File: src/rtl/cga_composite_decoder_if.sv
`timescale 1ns/1ps
`default_nettype none
// +----------------------------------------------------------------------+
// | cga_composite_decoder_if : sample-stream and decoded-output bundle   |
// | Revision 1.0                                                         |
// +----------------------------------------------------------------------+
interface cga_composite_decoder_if;
  logic       pix_en;
  logic [6:0] comp_video;
  logic       hsync_out;
  logic       vsync_out;
  logic [1:0] burst_phase;
  logic       color_present;
  logic [8:0] luma;

  modport master (
    output pix_en, comp_video,
    input  hsync_out, vsync_out, burst_phase, color_present, luma
  );

  modport slave (
    input  pix_en, comp_video,
    output hsync_out, vsync_out, burst_phase, color_present, luma
  );
endinterface

`default_nettype wire

File: src/rtl/cga_composite_decoder.sv
`timescale 1ns/1ps
`default_nettype none
// +----------------------------------------------------------------------+
// | cga_composite_decoder : sync separator, burst phase lock, 4-tap luma |
// | Revision 1.0                                                         |
// +----------------------------------------------------------------------+
module cga_composite_decoder #(
  parameter int SYNC_MIN    = 8,
  parameter int HSYNC_MAX   = 100,
  parameter int VSYNC_MIN   = 200,
  parameter int VSYNC_END   = 128,
  parameter int BURST_START = 16,
  parameter int BURST_LEN   = 32,
  parameter int BURST_THR   = 43
) (
  input  wire logic                clk,
  input  wire logic                rst_n,
  cga_composite_decoder_if.slave   io_bus
);

  typedef enum logic [1:0] {
    S_ACTIVE = 2'd0,
    S_HSYNC  = 2'd1,
    S_VSYNC  = 2'd2
  } sync_t;

  typedef enum logic [1:0] {
    B_IDLE   = 2'd0,
    B_WAIT   = 2'd1,
    B_WINDOW = 2'd2
  } burst_t;

  localparam logic [9:0] c_RUN_MAX   = 10'd1023;
  localparam logic [9:0] c_SYNC_MIN  = 10'(SYNC_MIN);
  localparam logic [9:0] c_HSYNC_MAX = 10'(HSYNC_MAX);
  localparam logic [9:0] c_VSYNC_MIN = 10'(VSYNC_MIN);
  localparam logic [9:0] c_VSYNC_END = 10'(VSYNC_END);
  localparam logic [9:0] c_WAIT_LAST = 10'(BURST_START - 1);
  localparam logic [9:0] c_WIN_LAST  = 10'(BURST_LEN - 1);
  localparam logic [6:0] c_THR       = 7'(BURST_THR);

  logic [6:0] r_s0, r_s1, r_s2, r_s3;
  logic [9:0] r_low_run, r_high_run, r_pulse_len;
  logic [1:0] r_phase;
  logic [8:0] r_luma;
  sync_t      r_sync;
  burst_t     r_burst;
  logic [9:0] r_bcnt;
  logic       r_seen;
  logic [1:0] r_hold;
  logic       r_color;
  logic [1:0] r_burst_phase;

  logic w_low, w_enter_sync, w_trail, w_arm, w_rise;

  assign w_low        = (r_s0 == 7'd0);
  assign w_enter_sync = (r_sync == S_ACTIVE) && (r_low_run >= c_SYNC_MIN);
  assign w_trail      = (r_sync == S_HSYNC) && (r_high_run != 10'd0);
  // r_pulse_len holds the length of the low run that just ended
  assign w_arm        = w_trail && (r_pulse_len <= c_HSYNC_MAX);
  assign w_rise       = (r_s0 >= c_THR) && (r_s1 < c_THR);

  always_ff @(posedge clk or negedge rst_n) begin
    if (!rst_n) begin
      r_s0        <= '0;
      r_s1        <= '0;
      r_s2        <= '0;
      r_s3        <= '0;
      r_low_run   <= '0;
      r_high_run  <= '0;
      r_pulse_len <= '0;
      r_phase     <= '0;
      r_luma      <= '0;
    end else if (io_bus.pix_en) begin
      r_s0    <= io_bus.comp_video;
      r_s1    <= r_s0;
      r_s2    <= r_s1;
      r_s3    <= r_s2;
      r_phase <= r_phase + 2'd1;
      r_luma  <= 9'(r_s0) + 9'(r_s1) + 9'(r_s2) + 9'(r_s3);
      if (w_low) begin
        if (r_low_run != c_RUN_MAX)
          r_low_run <= r_low_run + 10'd1;
        r_high_run <= '0;
      end else begin
        if (r_high_run != c_RUN_MAX)
          r_high_run <= r_high_run + 10'd1;
        if (r_low_run != 10'd0)
          r_pulse_len <= r_low_run;
        r_low_run <= '0;
      end
    end
  end

  always_ff @(posedge clk or negedge rst_n) begin
    if (!rst_n) begin
      r_sync <= S_ACTIVE;
    end else if (io_bus.pix_en) begin
      case (r_sync)
        S_ACTIVE: if (w_enter_sync) r_sync <= S_HSYNC;
        S_HSYNC: begin
          if (r_low_run >= c_VSYNC_MIN) r_sync <= S_VSYNC;
          else if (w_trail)             r_sync <= S_ACTIVE;
        end
        // serration gaps are shorter than VSYNC_END and are ridden through
        S_VSYNC:  if (r_high_run >= c_VSYNC_END) r_sync <= S_ACTIVE;
        default:  r_sync <= S_ACTIVE;
      endcase
    end
  end

  always_ff @(posedge clk or negedge rst_n) begin
    if (!rst_n) begin
      r_burst       <= B_IDLE;
      r_bcnt        <= '0;
      r_seen        <= 1'b0;
      r_hold        <= '0;
      r_color       <= 1'b0;
      r_burst_phase <= '0;
    end else if (io_bus.pix_en) begin
      if (w_arm) begin
        r_burst <= B_WAIT;
        r_bcnt  <= '0;
        r_seen  <= 1'b0;
      end else if (w_enter_sync || (r_sync != S_ACTIVE)) begin
        r_burst <= B_IDLE;
        r_bcnt  <= '0;
        r_seen  <= 1'b0;
      end else begin
        case (r_burst)
          B_WAIT: begin
            if (r_bcnt == c_WAIT_LAST) begin
              r_burst <= B_WINDOW;
              r_bcnt  <= '0;
            end else begin
              r_bcnt <= r_bcnt + 10'd1;
            end
          end
          B_WINDOW: begin
            if (w_rise && !r_seen) begin
              r_seen <= 1'b1;
              r_hold <= r_phase;
            end
            // the final window sample still counts toward the result
            if (r_bcnt == c_WIN_LAST) begin
              r_burst <= B_IDLE;
              r_bcnt  <= '0;
              r_seen  <= 1'b0;
              r_color <= r_seen | w_rise;
              if (r_seen)      r_burst_phase <= r_hold;
              else if (w_rise) r_burst_phase <= r_phase;
            end else begin
              r_bcnt <= r_bcnt + 10'd1;
            end
          end
          default: r_burst <= B_IDLE;
        endcase
      end
    end
  end

  assign io_bus.hsync_out     = (r_sync == S_HSYNC);
  assign io_bus.vsync_out     = (r_sync == S_VSYNC);
  assign io_bus.color_present = r_color;
  assign io_bus.burst_phase   = r_burst_phase;
  assign io_bus.luma          = (r_sync == S_ACTIVE) ? r_luma : 9'd0;

endmodule

`default_nettype wire

File: src/flat_wrapper.sv
// flat-port wrapper written by rule: the top's interface ports become plain ports
module cga_composite_decoder_flat 
#(
  parameter int SYNC_MIN    = 8,
  parameter int HSYNC_MAX   = 100,
  parameter int VSYNC_MIN   = 200,
  parameter int VSYNC_END   = 128,
  parameter int BURST_START = 16,
  parameter int BURST_LEN   = 32,
  parameter int BURST_THR   = 43
)
  (clk, rst_n, io_bus_pix_en, io_bus_comp_video, io_bus_hsync_out, io_bus_vsync_out, io_bus_burst_phase, io_bus_color_present, io_bus_luma);
  cga_composite_decoder_if io_bus_i ();
  input  wire logic clk;
  input  wire logic rst_n;
  input wire logic [$bits(io_bus_i.pix_en)-1:0] io_bus_pix_en;
  input wire logic [$bits(io_bus_i.comp_video)-1:0] io_bus_comp_video;
  output wire logic [$bits(io_bus_i.hsync_out)-1:0] io_bus_hsync_out;
  output wire logic [$bits(io_bus_i.vsync_out)-1:0] io_bus_vsync_out;
  output wire logic [$bits(io_bus_i.burst_phase)-1:0] io_bus_burst_phase;
  output wire logic [$bits(io_bus_i.color_present)-1:0] io_bus_color_present;
  output wire logic [$bits(io_bus_i.luma)-1:0] io_bus_luma;
  assign io_bus_i.pix_en = io_bus_pix_en;
  assign io_bus_i.comp_video = io_bus_comp_video;
  assign io_bus_hsync_out = io_bus_i.hsync_out;
  assign io_bus_vsync_out = io_bus_i.vsync_out;
  assign io_bus_burst_phase = io_bus_i.burst_phase;
  assign io_bus_color_present = io_bus_i.color_present;
  assign io_bus_luma = io_bus_i.luma;
  cga_composite_decoder #(.SYNC_MIN(SYNC_MIN), .HSYNC_MAX(HSYNC_MAX), .VSYNC_MIN(VSYNC_MIN), .VSYNC_END(VSYNC_END), .BURST_START(BURST_START), .BURST_LEN(BURST_LEN), .BURST_THR(BURST_THR)) u_core (.clk(clk), .rst_n(rst_n), .io_bus(io_bus_i));
endmodule
File: config.mk
export PLATFORM = sky130hd
export DESIGN_NAME = cga_composite_decoder_flat
export DESIGN_NICKNAME = d
export VERILOG_FILES = /design/src/rtl/cga_composite_decoder_if.sv /design/src/rtl/cga_composite_decoder.sv /design/src/flat_wrapper.sv
export SDC_FILE = /design/constraint.sdc
export NUM_CORES = 1
export LEC_CHECK = 0
export CORE_MARGIN = 2
export CORE_UTILIZATION = 60
export DETAILED_ROUTE_END_ITERATION = 7
export DONT_BUFFER_PORTS = 1
export GPL_TIMING_DRIVEN = 0
export MAX_ROUTING_LAYER = met4
export PLACE_DENSITY = 0.76
export SYNTH_ARGS = -nofsm -noshare
export SYNTH_HDL_FRONTEND = slang
export SYNTH_SLANG_ARGS = --single-unit
export TNS_END_PERCENT = 1
File: constraint.sdc
create_clock -name clk -period 3.8 [get_ports clk]
set_input_delay 0.38 -clock clk [delete_from_list [all_inputs] [get_ports clk]]
set_output_delay 0.38 -clock clk [all_outputs]
set_load 0.02 [all_outputs]
# [After elaboration in Yosys (flattened, before gate mapping)]
# Index checks and enable logic that the tools add are counted.
[totals] ff_bits=89 out_inout_bits=14 in_bits=10 wordCells=101
[classes] n_bitwise=4 mux=27 reduce_logical=27 add_sub_neg=7 n_eq_ne=14 order_cmp=6
[op_table] op="2-to-1 mux 10 bit" count=8
[op_table] op="adder 10 x 1 -> 10 bit (second input constant)" count=3
[op_table] op=">= comparator 10 x 8 -> 1 bit (second input constant)" count=2
[op_table] op="2-to-1 mux 2 bit" count=10
[op_table] op="!= test 10 bit (second input constant)" count=2
[op_table] op="one-hot mux 10 bit (2 select lines)" count=1
[op_table] op="nonzero test 10 bit" count=2
[op_table] op="adder 9 x 7 -> 9 bit" count=2
[op_table] op="equality test 10 x 4 -> 1 bit (second input constant)" count=1
[op_table] op="equality test 10 x 5 -> 1 bit (second input constant)" count=1
[op_table] op=">= comparator 10 x 4 -> 1 bit (second input constant)" count=1
[op_table] op="<= comparator 10 x 7 -> 1 bit (second input constant)" count=1
[op_table] op="AND reduction 5 bit" count=2
[op_table] op="2-to-1 mux 9 bit" count=1
[op_table] op="AND reduction 3 bit" count=3
[op_table] op="adder 7 x 7 -> 8 bit" count=1
[op_table] op="!= test 4 x 1 -> 1 bit (second input constant)" count=2
[op_table] op="nonzero test 4 bit" count=2
[op_table] op=">= comparator 7 x 6 -> 1 bit (second input constant)" count=1
[op_table] op="logical NOT 7 bit" count=1
[op_table] op="less-than comparator 7 x 6 -> 1 bit (second input constant)" count=1
[op_table] op="one-hot mux 2 bit (3 select lines)" count=1
[op_table] op="AND reduction 2 bit" count=3
[op_table] op="AND reduction 6 bit" count=1
[op_table] op="other kinds (17)" count=32

# [Longest topological paths before layout]
[logic_depth] word_depth=8 mapped_depth=15 depth_no_buf=15

# [Least setup slack after synthesis]
# OpenSTA, ideal clock, no wires.
[synth_path] path_type="register to register" startpoint="register u_core.r_s0[0]" endpoint="register u_core.r_luma[6]" path_stages_with_launch=14 path_buffers=0 slack_ns=0.296 synth_period_minus_slack_ns=3.504 setup_ns=0.126 required_time_ns=3.674 arrival_time_ns=3.377 cell_sequence="dfrtp_1 > ha_1 > fa_1 > a21o_1 > a21oi_1 > o21bai_1 > a21oi_1 > xnor2_1 > fa_1 > inv_1 > ha_1 > nor2b_1 > a311o_1 > a311o_1"
[synth_via] elab_chain_cells=3
[synth_rtl] item="start: declaration" line="cga_composite_decoder.sv:42" rtl="logic [6:0] r_s0, r_s1, r_s2, r_s3;"
[synth_rtl] item="start signal: assignment" line="cga_composite_decoder.sv:75" rtl="r_s0 <= io_bus.comp_video;"
[synth_rtl] item="adder 7 x 7 -> 8 bit" line="cga_composite_decoder.sv:80" rtl="r_luma <= 9'(r_s0) + 9'(r_s1) + 9'(r_s2) + 9'(r_s3);"
[synth_rtl] item="adder 9 x 7 -> 9 bit (2 in series)" line="cga_composite_decoder.sv:80"
[synth_rtl] item="end signal: assignment" line="cga_composite_decoder.sv:80"
[synth_rtl] item="end: declaration" line="cga_composite_decoder.sv:45" rtl="logic [8:0] r_luma;"
# Every way passes these cells.
# A chain may end at the register's enable or synchronous reset.

# [Worst setup path in the final report]
[layout_path] startpoint="register u_core.r_s1[0]" endpoint="register u_core.r_luma[6]"
[layout_via] elab_chain_cells=3
[layout_rtl] item="start: declaration" line="cga_composite_decoder.sv:42"
[layout_rtl] item="start signal: assignment" line="cga_composite_decoder.sv:76" rtl="r_s1 <= r_s0;"
[layout_rtl] item="adder 7 x 7 -> 8 bit" line="cga_composite_decoder.sv:80"
[layout_rtl] item="adder 9 x 7 -> 9 bit (2 in series)" line="cga_composite_decoder.sv:80"
# Every way passes these cells.

==> results.ini <==
[critical_path]
cp_max_fo=7
r2r_end=u_core.r_luma[6]
cp_cell_sequence=ha_1 -> fa_2 -> a21o_1 -> a21oi_2 -> o21bai_1 -> a21oi_2 -> xnor2_1 -> fa_1 -> inv_1 -> ha_2 -> and3b_1 -> a311o_1 -> a311o_1
worst-path-buf-inv=1
required_ns=4.04
start_kind=flop
cp_slowest_stage_delay_ns=0.48
crit_arrival_ns=3.79
rr_startpoint=u_core.r_s1[0]
cp_top_family=adder cells
critPathSlowestCell=fa_1
crit_type=reg -> reg
r2r_slack_ns=0.25
rr_worst_depth=13
end_kind=flop

[cts]
cts.clk_slew.worst_paths_ns=0.09
h-tree-depth=3
clockRootBuffer=clkbuf_8
worst_skew_pair.late_latency_ns=0.36
cts_made_buffers=9
cts.sinks=89
cts_tree=yes
clockBufferDepth=2

[hold_path]
min_from=io_bus_comp_video[0]
worstHoldPathCells=1
min_delay_worst_endpoint=u_core.r_s0[0]
holdCritPathClass=in -> reg

[route]
drt-pass1-iter-count=6
viasPerCell=5.97
ant_nets=0
vias=3803
wl_per_cell_um=17.0
routed_wl_mm=10.8
drc=0
drt_iter0_drc=217

[global_routing]
antenna_found_initial=0
gr-total-overflow=0
grt_pass1_vias=3720
grt_pass1_wl_mm=18.1
grt_util_met2_pct=40.4
grt_max_degree=90
grt_most_used_layer=met2
met1_usage_pct=37.0
globalRouteMet3Util_pct=3.37
track_usage_pct=26.2

[logic_synthesis]
synth-compound-area-share_pct=14.5
synthArstFlopShare_pct=100
yosys.area_share.simple_pct=17.4
synthCells=514
synth_top_family_by_area=simple AND/OR/NAND/NOR gates
ys_warn_count=0
synthXorXnorAreaFrac_pct=2.07
synth_seq_cells=89
synth_adder_area_share_pct=8.74
synth.yosys.seq_area_share_pct=43.9
synth.distinct_cells=61
netlist_area_um2=5070
synth_edf_count=0
yosys-mux-area-fraction_pct=8.37
synth_fp_nets=554
ys.flop_type=dfrtp_1
avgSynthCellArea_um2=9.86

[timing]
hold_violations=0
fin_skew_ns=0.0114
setup_tns_ns=0
tightest_slew_ns=0.787
post-route-period-util_pct=93.5
slew_viol_final=0
period_minus_slack_ns=3.55
max_freq_ghz=0.281
setup_viol=0
rsz0062_at_grt=no
relSlewSlack_pct=47.1

[finish]
fillers=644
multi_input_area_um2=2600
nets=568
antenna_cells=0
drive_above_1_share_pct=11.8
area_growth_pct=7.53
final-seq-area_um2=2230
final_core_util_pct=66.3

[floorplanning]
start_util_pct=61.7
die_w_um=95.9
fp.dieH_um=95.9
io_pins=24
rows=33
coreArea_um2=8220
die-area_um2=9200

[power_and_ir_drop]
pwr-share-comb_pct=37.0
intPower_mw=1.90
peakVddDrop_v=0.000287
power_mw=3.01
seqPwrFrac_pct=41.0
leakage_nw=2.44
swShare_pct=36.9
p_sw_mw=1.11
clkPwrFrac_pct=21.9
power_density_nw_per_um2=553

[placement]
io_buffers=0
hpwl_mm=7.54
place_congestion=0.901

[run_status]
status=finished clean

[run]
cap_violations=0

-- how the worst max path moves through the flow --
| stage | from | end | slack [ns] | depth (start not counted) |
|---|---|---|---|---|
| 2_1_floorplan | u_core.r_s0[0] | u_core.r_luma[6] | 0.30 | 13 |
| 3_3_place_gp | u_core.r_s0[0] | u_core.r_luma[6] | 0.07 | 13 |
| 3_5_place_dp | u_core.r_s0[0] | u_core.r_luma[6] | 0.05 | 13 |
| 4_1_cts | u_core.r_s0[0] | u_core.r_luma[6] | 0.008 | 13 |
| 5_1_grt | u_core.r_s1[0] | u_core.r_luma[6] | 0.05 | 13 |
| 6_report | u_core.r_s1[0] | u_core.r_luma[6] | 0.25 | 13 |
-- area by class of cell --
type / count / area share, %
plain buffers: 20 / 1.54
clock buffers: 10 / 2.53
clock inverters: 5 / 0.987
inverters: 45 / 3.10
multi-input cells: 360 / 47.7
flip-flops and latches: 89 / 40.9
well taps: 105 / 2.41
repair buffers: 3 / 0.826
-- worst register-to-register path, delay by kind of cell (launching register included) --
kind / cells / cell delay, ns
AND/OR/NAND/NOR: 1 / 0.19
flip-flops: 1 / 0.42
XOR/XNOR: 1 / 0.09
AO/OA/AOI/OAI: 6 / 1.24
adder cells (fa/ha/maj): 4 / 1.45
buffers and inverters: 1 / 0.04
-- metrics by stage --
stage                     hold WS (ns)  cell area [um^2]  setup slack [ns]  cells
after floorplan                 0.0844              5070             0.296    514
after global placement          0.0881              5200            0.0748    619
after detailed placement        0.0877              5200            0.0541    619
after CTS                        0.161              5430           0.00822    636
after global routing             0.157              5450            0.0450    637
final                            0.164              5450             0.247    637
-- power groups by stage --
stage | clock (mW) | sequential, mW | combinational [mW]
global placement | 0 | 1.24 | 1.02
finish | 0.661 | 1.24 | 1.12
detailed placement | 0 | 1.25 | 1.07
CTS | 0.667 | 1.24 | 1.10
floorplan | 0 | 1.21 | 0.874
global route | 0.709 | 1.26 | 1.27
-- flip-flops by register name, summed over array words and instances (netlist names) --
| name | count |
|---|---|
| u_core.io_bus.burst_phase | 2 |
| u_core.r_s0 | 7 |
| u_core.r_bcnt | 10 |
| u_core.r_s2 | 7 |
| u_core.r_sync | 2 |
| u_core.r_pulse_len | 10 |
| u_core.r_luma | 9 |
| u_core.r_seen | 1 |
| u_core.r_s3 | 7 |
| u_core.r_high_run | 10 |
| u_core.io_bus.color_present | 1 |
| u_core.r_burst | 2 |
| u_core.r_hold | 2 |
| u_core.r_low_run | 10 |
| u_core.r_s1 | 7 |
| u_core.r_phase | 2 |
-- routing by layer --
layer	vias up	part of all wire [%]
li1	1834	-
met1	1874	47
met2	79	48
met3	16	4.2
met4	0	1.4
met5	-	0
-- repair_timing --
action / CTS / global route
endpoints found under the setup margin: 0 / 1
buffers inserted: 0 / 1
gates resized for setup: 0 / 5
hold buffers: 2 / 0
endpoints found under the hold margin: 89 / 0
-- placed cells by master, fill, tap and decap left out, drive strengths merged, types with 18 or more instances in the layout --
master and count:
and2 18, a21oi 19, mux2 32, nand2 47, ha 21, o21ai 51
inv 46, dfrtp 89, clkbuf 27, nor2 28
-- cell usage after synthesis, types with 5 or more instances --
cell       n  share of area (%)
dfrtp_1   89                 44
o21ai_0   50                4.9
nand2_1   47                3.5
inv_1     45                3.3
nor2_1    28                2.1
mux2_2    23                5.1
ha_1      21                5.2
a21oi_1   19                1.9
clkbuf_1  17                1.3
nand3_1   16                1.6
and2_1    15                1.9
nand4_1   10                1.2
nor3_1    10               0.99
fa_1       9                3.6
mux2_4     9                2.7
o31ai_1    7                1.0
a21o_1     6               0.89
xnor2_1    6                1.0
xor2_1     6                1.0
nand2b_1   5               0.62
nor4_1     5               0.62
-- cell families after synthesis --
logic type | after synthesis
simple gates | 167
mux | 35
fa+ha+maj | 30
xor+xnor | 12
buf+inv | 65
compound gates | 116
flops | 89
(Power assumes the default switching activity.)
